<file path="config.mk">
export PLATFORM = sky130hd
export DESIGN_NAME = seg7_scan_mux
export DESIGN_NICKNAME = d
export VERILOG_FILES = /design/src/rtl/seg7_pkg.sv /design/src/rtl/seg7_refresh_timer.sv /design/src/rtl/seg7_scan_mux.sv
export SDC_FILE = /design/constraint.sdc
export NUM_CORES = 1
export LEC_CHECK = 0
export ABC_AREA = 1
export CAP_MARGIN = 15
export CORE_UTILIZATION = 55
export DETAILED_ROUTE_END_ITERATION = 16
export PLACE_DENSITY = 0.77
export SKIP_LAST_GASP = 1
export SLEW_MARGIN = 0
export SYNTH_ARGS = -nofsm -noshare
export SYNTH_HDL_FRONTEND = slang
export SYNTH_SLANG_ARGS = --single-unit
export TNS_END_PERCENT = 50
</file>
<file path="constraint.sdc">
create_clock -name clk -period 2.5 [get_ports clk]
set_input_delay 0.375 -clock clk [delete_from_list [all_inputs] [get_ports clk]]
set_output_delay 0.375 -clock clk [all_outputs]
set_load 0.02 [all_outputs]
</file>
<file path="src/rtl/seg7_pkg.sv">
// Shared constants and helpers for the 4-digit 7-segment scan driver.
// Latency: n/a (package); no backpressure.
package seg7_pkg;

  localparam int         NUM_DIGITS         = 4;
  localparam logic [3:0] DEFAULT_BLANK_CODE = 4'hF;
  localparam logic [3:0] ANODE_OFF          = 4'b1111;

  // Active-low one-hot anode select for digit i.
  function automatic logic [3:0] anode_onehot_n(input logic [1:0] i);
    return ~(4'b0001 << i);
  endfunction

endpackage

</file>
<file path="src/rtl/seg7_refresh_timer.sv">
// Slot prescaler and digit index counter for display scanning.
// Latency: free-running, outputs reflect current count; no backpressure.
module seg7_refresh_timer #(
  parameter  int REFRESH_DIV = 100000,
  localparam int PW          = $clog2(REFRESH_DIV)
) (
  input  logic          clk,
  input  logic          rst,
  output logic [PW-1:0] prescaler,
  output logic [1:0]    idx,
  output logic          slot_end,
  output logic          frame_end
);

  assign slot_end  = (prescaler == PW'(REFRESH_DIV - 1));
  assign frame_end = slot_end && (idx == 2'd3);

  always_ff @(posedge clk or posedge rst) begin
    if (rst) begin
      prescaler <= '0;
      idx       <= '0;
    end else begin
      prescaler <= slot_end ? '0 : prescaler + PW'(1);
      if (slot_end) begin
        idx <= idx + 2'd1;
      end
    end
  end

endmodule

</file>
<file path="src/rtl/seg7_scan_mux.sv">
// 4-digit BCD scan driver: frame-aligned value updates, leading-zero blanking, anode guard.
// Latency: outputs registered 1 cycle after timer state; no backpressure, load is a one-shot strobe.
module seg7_scan_mux
  import seg7_pkg::*;
#(
  parameter int         REFRESH_DIV  = 100000,
  parameter int         GUARD_CYCLES = 16,
  parameter logic [3:0] BLANK_CODE   = DEFAULT_BLANK_CODE
) (
  input  logic        clk,
  input  logic        rst,
  input  logic        en,
  input  logic        lzb,
  input  logic        load,
  input  logic [15:0] value,
  output logic [3:0]  digit_o,
  output logic [3:0]  an,
  output logic        frame_done
);

  localparam int PW = $clog2(REFRESH_DIV);

  logic [PW-1:0]         prescaler;
  logic [1:0]            idx;
  logic                  slot_end;
  logic                  frame_end;
  logic [15:0]           disp_reg;
  logic [15:0]           pend_reg;
  logic                  pend_vld;
  logic [NUM_DIGITS-1:0] blank;
  logic                  zero_above;
  logic                  in_guard;

  seg7_refresh_timer #(
    .REFRESH_DIV (REFRESH_DIV)
  ) u_timer (
    .clk       (clk),
    .rst       (rst),
    .prescaler (prescaler),
    .idx       (idx),
    .slot_end  (slot_end),
    .frame_end (frame_end)
  );

  // A load landing on the frame boundary wins over anything still pending.
  always_ff @(posedge clk or posedge rst) begin
    if (rst) begin
      disp_reg <= '0;
      pend_reg <= '0;
      pend_vld <= 1'b0;
    end else if (frame_end) begin
      if (load) begin
        disp_reg <= value;
      end else if (pend_vld) begin
        disp_reg <= pend_reg;
      end
      pend_vld <= 1'b0;
    end else if (load) begin
      pend_reg <= value;
      pend_vld <= 1'b1;
    end
  end

  always_comb begin
    blank      = '0;
    zero_above = 1'b1;
    for (int i = NUM_DIGITS - 1; i > 0; i--) begin
      zero_above = zero_above && (disp_reg[4*i +: 4] == 4'h0);
      blank[i]   = lzb && zero_above;
    end
  end

  generate
    if (GUARD_CYCLES > 0) begin : g_guard
      assign in_guard = (prescaler < PW'(GUARD_CYCLES));
    end else begin : g_no_guard
      assign in_guard = 1'b0;
    end
  endgenerate

  always_ff @(posedge clk or posedge rst) begin
    if (rst) begin
      digit_o    <= BLANK_CODE;
      an         <= ANODE_OFF;
      frame_done <= 1'b0;
    end else begin
      digit_o    <= blank[idx] ? BLANK_CODE : disp_reg[{idx, 2'b00} +: 4];
      an         <= (!en || in_guard || blank[idx]) ? ANODE_OFF : anode_onehot_n(idx);
      frame_done <= frame_end;
    end
  end

endmodule

</file>
==> impl_metrics.csv <==
group,metric,value,unit
worst_setup_path,reg2reg_setup_slack,710,ps
timing,slew-limit-headroom,66.6,%
drt,remaining_drc_errors,0,
synthesis,syn_area_per_cell,8.77,um^2
drt,antenna_left,0,
clock_network,cts_inserted_buffers,9,
clock_network,ctsResizeCount,0,
worst_hold_path,hold_path_class,"primary input to async pin",
timing,setup_viol,0,
final_layout,largest_reg_flops,17,
placement,routabilityCongestion,0.907,
drt,wire_per_inst,13.6,um
grt,grt_pass1_wl,11400,um
job,maxCapViolations,0,
final_layout,drive_gt1_share,17.8,%
timing,setup_slack,681,ps
placement,portBuffers,29,
timing,final-hold-violation-count,0,
clock_network,clock_path_buffers,2,
synthesis,ys_ff_latch,61,
final_layout,fin_nets,421,
timing,rsz0062_at_grt,"no",
synthesis,yosys.area.top_type_share,41.7,%
clock_network,postCtsSetupBuffers,0,
clock_network,clock-sinks,61,
outcome,status,"finished clean",
placement,post_dp_cell_area,0.00353,mm^2
placement,placedCellCount,456,
final_layout,final_cell_mix,"nand2_1, dfrtp_1, nand3_1",
worst_setup_path,cp-start-kind,"register",
timing,max_slew.worst_pin.slew,501,ps
timing,slew_violations,0,
floorplan,core_area,0.00554,mm^2
worst_setup_path,endpoint_kind,"output pin",
synthesis,synthCells,363,
worst_setup_path,required,2120,ps
timing,fmax,550,MHz
worst_setup_path,setup.worst_path.end,"an[0]",
grt,antenna_found_initial,0,
worst_setup_path,crit_chain,"clkdlybuf4s50_1",
grt,grt_pass1_vias,2432,
worst_setup_path,path_class,"register to output pin",
final_layout,area_growth,17.5,%
final_layout,n_antenna_cell,0,
final_layout,stdcell_area,0.00374,mm^2
worst_setup_path,rr_startpoint,"u_timer.idx[0]$_DFFE_PP0N_",
clock_network,worstSkewPairLatency,340,ps
synthesis,synth_area_leaders,"dfrtp_1, nand2_1, nand3_1, dfstp_2, mux2_2",
synthesis,synth-warning-count,0,
worst_setup_path,cp_max_fo,1,
synthesis,yosys.area.top_type,"dfrtp_1",
clock_network,cts_root_buf,"clkbuf_8",
synthesis,ys_seq_area_share,48.3,%
floorplan,die_h,78.1,um
floorplan,start_util,57.5,%
final_layout,fin_cells,472,
final_layout,final_common_cell,"nand2_1",
worst_setup_path,slowest_delay,590,ps
placement,detailed_place_hpwl,4540,um
drt,drt_pre_antenna_iters,4,
floorplan,die_x,78.1,um
clock_network,cts_tree,"built",
placement,post-place-ws,631,ps
clock_network,cts.htree.levels,3,
worst_setup_path,crit_cells,1,
floorplan,ioPinCount,30,
synthesis,syn_area,0.00318,mm^2
timing,clock_skew,9.66,ps
worst_setup_path,path_buf_inv,1,
timing,period_share,72.8,%
worst_setup_path,cpMaxStageDelayCell,"clkdlybuf4s50_1",
worst_setup_path,reg2reg_to,"pend_reg[11]$_DFFE_PP0P_",
floorplan,rows,27,
grt,grt_overflow_total,0,
timing,finalSetupTns,0,ps
drt,avgViaCountPerCell,5.36,
timing,fin_crit,1820,ps
drt,first_iter_violations,244,
clock_network,ctsHoldBuffers,0,
clock_network,cts.clk_slew.worst_paths,70,ps
power,cellPowerDensity,570,mW/mm^2
worst_setup_path,critical_path.top_delay_family,"buffers and inverters",
grt,grt_max_degree,40,
synthesis,ys_types,37,
power,vdd_ir_drop_max,0.464,mV
drt,vias,2531,
worst_setup_path,critPathArrivalTime,1440,ps
floorplan,dieArea,0.00610,mm^2
grt,grt_usage,24.4,%
power,leakage,0.00176,uW
worst_setup_path,startpoint,"an[0]$_DFF_PP1_",
drt,drt_wl_total,6420,um
worst_setup_path,r2r_cells,5,
final_layout,utilization,67.5,%
synthesis,syn_nets,389,
-- area by class of cell --
cell class	count	area (um^2)
Fill cell	446	1800
Sequential cell	61	1540
Multi-Input combinational cell	254	1440
Timing Repair Buffer	32	325
Clock buffer	14	153
Inverter	37	139
Tap cell	72	90.1
Clock inverter	2	60.1
-- report_power, final --
| group | internal [uW] | switching, uW |
|---|---|---|
| Combinational | 70.6 | 65.1 |
| Sequential | 1010 | 14.2 |
| Clock | 591 | 380 |
-- through the flow --
stage                     hold WS (ps)  total power, uW
after global routing               438             2220
after global placement             444             1180
final                              381             2130
after detailed placement           451             1180
after CTS                          386             2150
after floorplan                    433             1120
-- worst min path at each step --
stage                                         startpoint                              to  slack [ps]
after floorplan           u_timer.prescaler[0]$_DFF_PP0_  u_timer.prescaler[0]$_DFF_PP0_         430
after global placement    u_timer.prescaler[0]$_DFF_PP0_  u_timer.prescaler[0]$_DFF_PP0_         440
after detailed placement  u_timer.prescaler[0]$_DFF_PP0_  u_timer.prescaler[0]$_DFF_PP0_         450
after CTS                                            rst         disp_reg[2]$_DFFE_PP0P_         390
after global routing                                 rst         disp_reg[2]$_DFFE_PP0P_         440
final                                                rst         pend_reg[3]$_DFFE_PP0P_         380
-- logic make-up after synthesis --
| group | synth area share, % |
|---|---|
| compound gates | 3.34 |
| flops | 48.3 |
| xor+xnor | 2.48 |
| simple gates | 31.7 |
| buf+inv | 6.60 |
| fa+ha+maj | 1.97 |
| mux | 5.66 |
-- metal layers --
metal | part of all wire [%] | vias up | GRT usage [%]
met5 | 0 | - | 0
met4 | 2.1 | 0 | 10.9
met3 | 5.2 | 12 | 5.93
met2 | 48 | 85 | 36.6
met1 | 45 | 1181 | 33.6
li1 | - | 1253 | -
-- Yosys cell counts (all sizes together) --
library cell	instances
a21oi	4
a31oi	1
buf	10
clkbuf	1
dfrtp	53
dfstp	8
ha	5
inv	37
mux2	16
nand2	93
nand3	54
nand3b	2
nand4	10
nor2	35
nor3	8
nor3b	1
o211ai	3
o21ai	10
o21bai	1
or2	2
xnor2	1
xor2	8
No activity file was read; power rests on OpenSTA's default activity.
